File: config.mk
export PLATFORM = sky130hd
export DESIGN_NAME = player_countdown
export DESIGN_NICKNAME = d
export VERILOG_FILES = /design/src/rtl/player_countdown.sv
export SDC_FILE = /design/constraint.sdc
export NUM_CORES = 1
export LEC_CHECK = 0
export ABC_AREA = 0
export CAP_MARGIN = 5
export CELL_PAD_IN_SITES_DETAIL_PLACEMENT = 1
export CELL_PAD_IN_SITES_GLOBAL_PLACEMENT = 2
export CORE_ASPECT_RATIO = 1.4
export CORE_UTILIZATION = 36
export CTS_BUF_LIST = sky130_fd_sc_hd__clkbuf_2 sky130_fd_sc_hd__clkbuf_4 sky130_fd_sc_hd__clkbuf_8
export CTS_CLUSTER_SIZE = 12
export DETAILED_ROUTE_END_ITERATION = 16
export DONT_BUFFER_PORTS = 1
export PLACE_DENSITY_LB_ADDON = 0.1
export SLEW_MARGIN = 10
export SYNTH_ARGS = -nofsm -noshare
export SYNTH_HDL_FRONTEND = slang
export SYNTH_SLANG_ARGS = --single-unit
export TNS_END_PERCENT = 100
File: constraint.sdc
create_clock -name CLK -period 5 [get_ports CLK]
set_input_delay 1.25 -clock CLK [delete_from_list [all_inputs] [get_ports CLK]]
set_output_delay 1.25 -clock CLK [all_outputs]
set_load 0.01 [all_outputs]
File: src/rtl/player_countdown.sv
// Per-player chess clock countdown: BCD MM:SS with sub-second ticks,
// Fischer increment on move completion and a registered time-out flag.
module player_countdown #(
  parameter int INIT_MIN      = 5,
  parameter int INIT_SEC      = 0,
  parameter int INC_SEC       = 0,
  parameter int TICKS_PER_SEC = 10
) (
  input  logic       CLK,
  input  logic       CLR,
  input  logic       ENABLE,
  input  logic       LOAD,
  input  logic       MOVE_DONE,
  output logic [3:0] MIN_TENS,
  output logic [3:0] MIN_ONES,
  output logic [3:0] SEC_TENS,
  output logic [3:0] SEC_ONES,
  output logic       END,
  output logic       LOW
);

  localparam int TW = (TICKS_PER_SEC > 1) ?
                      $clog2(TICKS_PER_SEC) : 1;

  localparam logic [TW-1:0] TICK_MAX =
    TW'(TICKS_PER_SEC - 1);

  localparam logic [3:0] I_MT = 4'(INIT_MIN / 10);
  localparam logic [3:0] I_MO = 4'(INIT_MIN % 10);
  localparam logic [3:0] I_ST = 4'(INIT_SEC / 10);
  localparam logic [3:0] I_SO = 4'(INIT_SEC % 10);
  localparam logic I_END =
    (INIT_MIN == 0) && (INIT_SEC == 0);

  localparam logic [4:0] INC_T = 5'(INC_SEC / 10);
  localparam logic [4:0] INC_O = 5'(INC_SEC % 10);

  logic [3:0]    mt_q, mo_q, st_q, so_q;
  logic [3:0]    mt_d, mo_d, st_d, so_d;
  logic [TW-1:0] tick_q, tick_d;
  logic          end_q, end_d;

  logic [3:0] dec_mt, dec_mo, dec_st, dec_so;
  logic       b0, b1, b2, dec_zero;

  logic [4:0] so_sum, st_sum, mo_sum, mt_sum;
  logic [3:0] inc_mt, inc_mo, inc_st, inc_so;
  logic       c0, c1, c2, sat;

  // One-second BCD decrement with borrow chain.
  always_comb begin
    b0     = (so_q == 4'd0);
    dec_so = b0 ? 4'd9 : so_q - 4'd1;
    b1     = b0 && (st_q == 4'd0);
    dec_st = st_q;
    if (b0)
      dec_st = (st_q == 4'd0) ? 4'd5 : st_q - 4'd1;
    b2     = b1 && (mo_q == 4'd0);
    dec_mo = mo_q;
    if (b1)
      dec_mo = (mo_q == 4'd0) ? 4'd9 : mo_q - 4'd1;
    dec_mt = b2 ? mt_q - 4'd1 : mt_q;
    dec_zero = (dec_mt == 4'd0) && (dec_mo == 4'd0) &&
               (dec_st == 4'd0) && (dec_so == 4'd0);
  end

  // Increment: seconds wrap at 60, minutes saturate at 99.
  always_comb begin
    so_sum = {1'b0, so_q} + INC_O;
    c0     = (so_sum > 5'd9);
    inc_so = c0 ? 4'(so_sum - 5'd10) : so_sum[3:0];
    st_sum = {1'b0, st_q} + INC_T + {4'd0, c0};
    c1     = (st_sum > 5'd5);
    inc_st = c1 ? 4'(st_sum - 5'd6) : st_sum[3:0];
    mo_sum = {1'b0, mo_q} + {4'd0, c1};
    c2     = (mo_sum > 5'd9);
    inc_mo = c2 ? 4'(mo_sum - 5'd10) : mo_sum[3:0];
    mt_sum = {1'b0, mt_q} + {4'd0, c2};
    sat    = (mt_sum > 5'd9);
    inc_mt = mt_sum[3:0];
  end

  always_comb begin
    mt_d   = mt_q;
    mo_d   = mo_q;
    st_d   = st_q;
    so_d   = so_q;
    tick_d = tick_q;
    end_d  = end_q;
    if (LOAD) begin
      mt_d   = I_MT;
      mo_d   = I_MO;
      st_d   = I_ST;
      so_d   = I_SO;
      tick_d = '0;
      end_d  = I_END;
    end else if (end_q) begin
      end_d = 1'b1;
    end else if (MOVE_DONE) begin
      if (sat) begin
        mt_d = 4'd9;
        mo_d = 4'd9;
        st_d = 4'd5;
        so_d = 4'd9;
      end else begin
        mt_d = inc_mt;
        mo_d = inc_mo;
        st_d = inc_st;
        so_d = inc_so;
      end
    end else if (ENABLE) begin
      if (tick_q != TICK_MAX) begin
        tick_d = tick_q + TW'(1);
      end else begin
        tick_d = '0;
        mt_d   = dec_mt;
        mo_d   = dec_mo;
        st_d   = dec_st;
        so_d   = dec_so;
        end_d  = dec_zero;
      end
    end
  end

  always_ff @(posedge CLK or posedge CLR) begin
    if (CLR) begin
      mt_q   <= I_MT;
      mo_q   <= I_MO;
      st_q   <= I_ST;
      so_q   <= I_SO;
      tick_q <= '0;
      end_q  <= I_END;
    end else begin
      mt_q   <= mt_d;
      mo_q   <= mo_d;
      st_q   <= st_d;
      so_q   <= so_d;
      tick_q <= tick_d;
      end_q  <= end_d;
    end
  end

  assign MIN_TENS = mt_q;
  assign MIN_ONES = mo_q;
  assign SEC_TENS = st_q;
  assign SEC_ONES = so_q;
  assign END      = end_q;
  assign LOW      = (mt_q == 4'd0) && (mo_q == 4'd0) &&
                    (st_q == 4'd0) && !end_q;

endmodule

; Word-level counts from Yosys, hierarchy flattened
; Index checks and enable logic that the tools add are counted.
[totals]
reg_bits = 21
output_inout_bits = 18
[op_classes]
n_addsub = 11
magnitude_cmp = 4
eq_ne = 5
muxes = 43
reduce_logical = 22
[ops]
columns = op, n
row1 = $mux W4, 38
row2 = $logic_not A4 Y1, 8
row3 = $sub A4 B1 Y4 const B, 4
row4 = $add A4 B1 Y5, 3
row5 = $gt A5 B4 Y1 const B, 2
row6 = $logic_and A1 B1 Y1, 8
row7 = $sub A4 B4 Y4 const B, 2
row8 = $reduce_and A3 Y1, 2
row9 = $gt A5 B3 Y1 const B, 1
row10 = $mux W1, 5
row11 = $add A4 B1 Y4 const B, 1
row12 = $gt A4 B4 Y1 const B, 1
row13 = $ne A2 B2 Y1 const B, 2
row14 = $ne A4 B2 Y1 const B, 1
row15 = $ne A4 B4 Y1 const B, 1
row16 = $reduce_and A4 Y1, 1
row17 = $sub A4 B3 Y4 const B, 1
row18 = $ne A3 B3 Y1 const B, 1
row19 = $reduce_bool A3 Y1, 1
row20 = $reduce_bool A2 Y1, 1
row21 = $logic_not A1 Y1, 1

; Longest topological paths before layout
[logic_depth]
word_depth = 13
depth_mapped = 25
mapped_depth_nobuf = 24

; Worst setup path after synthesis
; No wires, ideal clock.
[synth_timing]
kind = reg-to-reg
start = register so_q[0], in the netlist SEC_ONES[0]
end = register so_q[2], in the netlist SEC_ONES[2]
setup_ns = 0.094
arrival_ns = 5.497
required_time_ns = 4.906
slack_ns = -0.591
path_stages_with_launch = 26
period_less_slack_ns = 5.591
cell_sequence = dfrtp_1 -> inv_1 -> ha_1 -> or2_2 -> a21oi_1 -> ha_1 -> ha_1 -> xor2_1 -> ha_1 -> a21oi_1 -> nand2b_1 -> a311oi_1 -> inv_1 -> ha_1 -> ha_1 -> inv_1 -> a21oi_1 -> o221a_2 -> ha_1 -> ha_1 -> nand2b_1 -> a311oi_2 -> nor3_2 -> buf_4 -> a21o_1 -> a221oi_2
[synth_via]
elab_chain_len = 11
word_cells_on_any_way = 20
classes_between = add/sub: 5 / order compare: 4 / eq/ne: 1 / mux: 8 / reduce/logical: 2
[synth_rtl]
columns = element, line_no
row1 = "start, declared", 38  ; logic [3:0] mt_q, mo_q, st_q, so_q;
row2 = "start signal, assigned", 130  ; so_q <= I_SO;
row3 = "start signal, assigned", 137  ; so_q <= so_d;
row4 = $gt A4 B4 Y1, 70  ; c0 = (so_sum > 5'd9);
row5 = $add A4 B1 Y5, 72  ; st_sum = {1'b0, st_q} + INC_T + {4'd0, c0};
row6 = $gt A5 B3 Y1, 73  ; c1 = (st_sum > 5'd5);
row7 = $add A4 B1 Y5, 75  ; mo_sum = {1'b0, mo_q} + {4'd0, c1};
row8 = $gt A5 B4 Y1, 76  ; c2 = (mo_sum > 5'd9);
row9 = $add A4 B1 Y5, 78  ; mt_sum = {1'b0, mt_q} + {4'd0, c2};
row10 = $gt A5 B4 Y1, 79  ; sat = (mt_sum > 5'd9);
row11 = $mux W4, 100  ; if (sat) begin
row12 = $mux W4, 99  ; end else if (MOVE_DONE) begin
row13 = $mux W4, 97  ; end else if (end_q) begin
row14 = $mux W4, 90  ; if (LOAD) begin
; Parallel ways exist; a longest one is shown, timed or not. The select of a mux whose other input is x is not followed.
; A chain may end at the register's enable or synchronous reset.

; Worst setup path after layout
; Same ends and word-level chain as after synthesis.

==> summary.md <==
| Metric | Value |
|---|---|
| Clock Power Share | between 20% and 30% |
| Die area | a little over 6000 sq um |
| Final Max Slew Viols | 0 |
| CTS root buffer | clkbuf_8 |
| Family with the most delay on the worst path | compound AO/OA/AOI/OAI gates |
| Rows | 32 |
| Yosys reg bits | 21 |
| Slowest CP cell | dfrtp_2 |
| Residual DRC | 0 |
| Final wirelength | 6950 um |
| Final setup fails | 0 |
| Max Clk Rate | a little over 200 MHz |
| Leak Pwr | between 1 and 1.5 nW |
| IO Pins | 23 |
| Post-Syn Area | 2070 sq um |
| Largest cells by area after synthesis | dfrtp_1, ha_1, o21ai_0 |
| GRT Max-Usage Layer | met2 |
| Via-to-Cell Ratio | 6.06 |
| Post-CTS Hold Buffers | 0 |
| GRT Util Overall | 23.8% |
| Number of maximum-capacitance violations | 0 |
| WP buf/inv | 4 |
| Drt pass-1 iters | 4 |
| Routed length per instance | 20.4 um |
| Vias after detailed routing | 2066 |
| Crit start category | flop |
| Number of buffers created by CTS | 3 |
| Ratio of cells with drive above 1 in the final layout | 31.5% |
| Status | finished, final reports clean |
| Combinational fraction of design power | 37.7% |
| Final Hold Viols | 0 |
| CP max stage delay | 440 ps |
| Antenna cells | 0 |
| Core footprint | 5530 sq um |
| Initial Utilization | 37.4% |
| Utilization after layout | 47.3% |
| Slew headroom | 38.3% |
| First-pass GRT wire length | roughly 11000 um |
| Share of the synthesized area in the top cell type | a little under a quarter |
| Crit-path max FO | 5 |
| Fin crit share | 97.0% |
| Least-Margin Pin Slew | 924 ps |
| Most frequent cell on the critical path | ha_4 |
| Req. time, crit path | 5190 ps |
| Switching share of total power | 37.8% |
| CTS tree | yes |
| Synth async-reset ratio | 100% |
| CTS Sinks | 21 |
| Final nets | 296 |
| CP Class | reg -> reg |
| Sequential area share after synthesis | about a quarter |
| Mapped Cells | 248 |
| RD Place Congestion | slightly below 0.8 |
| Die Width | 66.0 um |
| Placement Setup Slack | -152 ps |
| Total power per unit cell area | 202 nW/um^2 |
| Clock Pin Slew Worst Setup and Hold Paths | around 90 ps |
| Port Buffers | 0 |
| Initial DRC Count | 68 |
| Clk_lat worst skew | roughly 270 ps |
| Number of global-route vias before repair | 2099 |
| Antenna Nets Post-Route | 0 |
| GRT overflow | 0 |
| Main synth FF type | dfrtp_1 |
| Area Growth Syn to Fin | 26.5% |
| Syn avg cell area | 8.33 sq um |
| Worst Setup End Kind | flop |
| Final setup margin | 151 ps |
| Net load switching power | approximately 200 uW |
| Bufs on Longest Clock Path | 2 |
| Detailed placement HPWL | 5010 um |
| Crit path arrival time | 5030 ps |
| GRT met2 Usage | 43.8% |
| Post-synth cell types | 67 |
| Syn Nets | 270 |
| Die Ht | 91.6 um |
| M3 GR Usage | 2.99% |
| Syn. warnings | 0 |
| Grt met1 use | 28.5% |
| Power, Total | 528 uW |
| Largest net degree at the start of global routing | 22 |
| Initial antenna violation count | 0 |
| Clock skew | 3.34 ps |
| Peak VDD IR | between 0.1 and 0.15 mV |
| Flop pwr share | roughly two fifths |
| H-tree Lvls | 1 |
| Top cells by count, synth | dfrtp_1, o21ai_0, a21oi_1 |
| Leading area contributor after synthesis | dfrtp_1 |
| Internal | roughly 330 uW |
| Post-synth EDFFs | 0 |
| Worst Hold Class | reg -> reg |
| Fin crit period | a little under 5000 ps |
-- routing by layer --
layer | vias up | routed length (um) | share of wire (%)
li1 | 983 | - | -
met1 | 1040 | 2950 | 42
met4 | 0 | 110 | 1.6
met3 | 10 | 157 | 2.3
met2 | 33 | 3730 | 54
met5 | - | 0 | 0
-- kinds of logic after synthesis --
group | after synthesis | synth area share [%]
XOR/XNOR | 7 | 2.97
multiplexers | 1 | 0.485
adder cells (fa/ha/maj) | 17 | 10.3
AO/OA/AOI/OAI | 85 | 29.4
AND/OR/NAND/NOR | 89 | 25.1
buffers and inverters | 28 | 6.18
flip-flops | 21 | 25.6
-- state kept, by name, summed over array words and instances (netlist names) --
signal / cells
END: 1
MIN_ONES: 4
MIN_TENS: 4
SEC_ONES: 4
SEC_TENS: 4
tick_q: 4
-- path summary, 6_finish.rpt --
kind	slack, ps	endpoint	cells past startpoint	startpoint
min reg2reg	570	tick_q[3]	2	tick_q[3]
min in group asynchronous	1070	SEC_ONES[1]	1	CLR
max reg2reg	150	SEC_ONES[2]	25	SEC_ONES[0]
max	150	SEC_ONES[2]	25	SEC_ONES[0]
max in group asynchronous	3310	SEC_ONES[0]	1	CLR
min	570	tick_q[3]	2	tick_q[3]
-- cell usage in the layout (no fill, tap or decap), types with 4 or more instances in the layout --
cell,netlist,final
nand3_1,8,8
xnor2_1,4,4
ha_4,0,6
buf_4,2,31
nor2_1,11,11
a21oi_1,18,15
ha_1,17,8
o21ai_1,3,4
nor3_1,11,9
inv_1,14,11
inv_2,1,4
nand4_1,5,5
nor2b_1,6,5
o21ai_0,19,18
nand2_1,16,16
nand2b_1,9,8
dfrtp_1,19,18
-- power by group through the flow --
stage / Clock, mW / Combinational (mW) / Sequential (mW)
final: 0.121 / 0.199 / 0.208
after global routing: 0.129 / 0.217 / 0.212
after CTS: 0.124 / 0.185 / 0.207
after detailed placement: 0 / 0.178 / 0.210
after global placement: 0 / 0.177 / 0.210
after floorplan: 0 / 0.134 / 0.201
-- layout make-up --
cell class                      count  area (sq um)
Fill cell                         665          2910
Multi-Input combinational cell    199          1620
Sequential cell                    21           529
Timing Repair Buffer               34           275
Tap cell                           68          85.1
Inverter                           15          56.3
Clock buffer                        3          41.3
Clock inverter                      1          5.00
-- tightest hold or removal path, cell delays in order (launching register included) --
cell and delay (ps):
dfrtp_1 400, nand2_1 70, o21ai_0 70
-- stage by stage --
step	instance area, sq um	hold WS [ps]	setup TNS [ps]	instances
after global placement	2330	531	-53.6	329
final	2610	571	0	341
after floorplan	2120	497	0	248
after detailed placement	2330	561	-812	329
after CTS	2450	581	0	337
after global routing	2610	596	-236	341
-- repair_timing --
action | 4_1_cts | 5_1_grt
endpoints found under the setup margin | 12 | 16
pin swaps | 9 | 11
gates resized for setup | 10 | 18
setup buffers | 4 | 5
(Power assumes the default switching activity.)
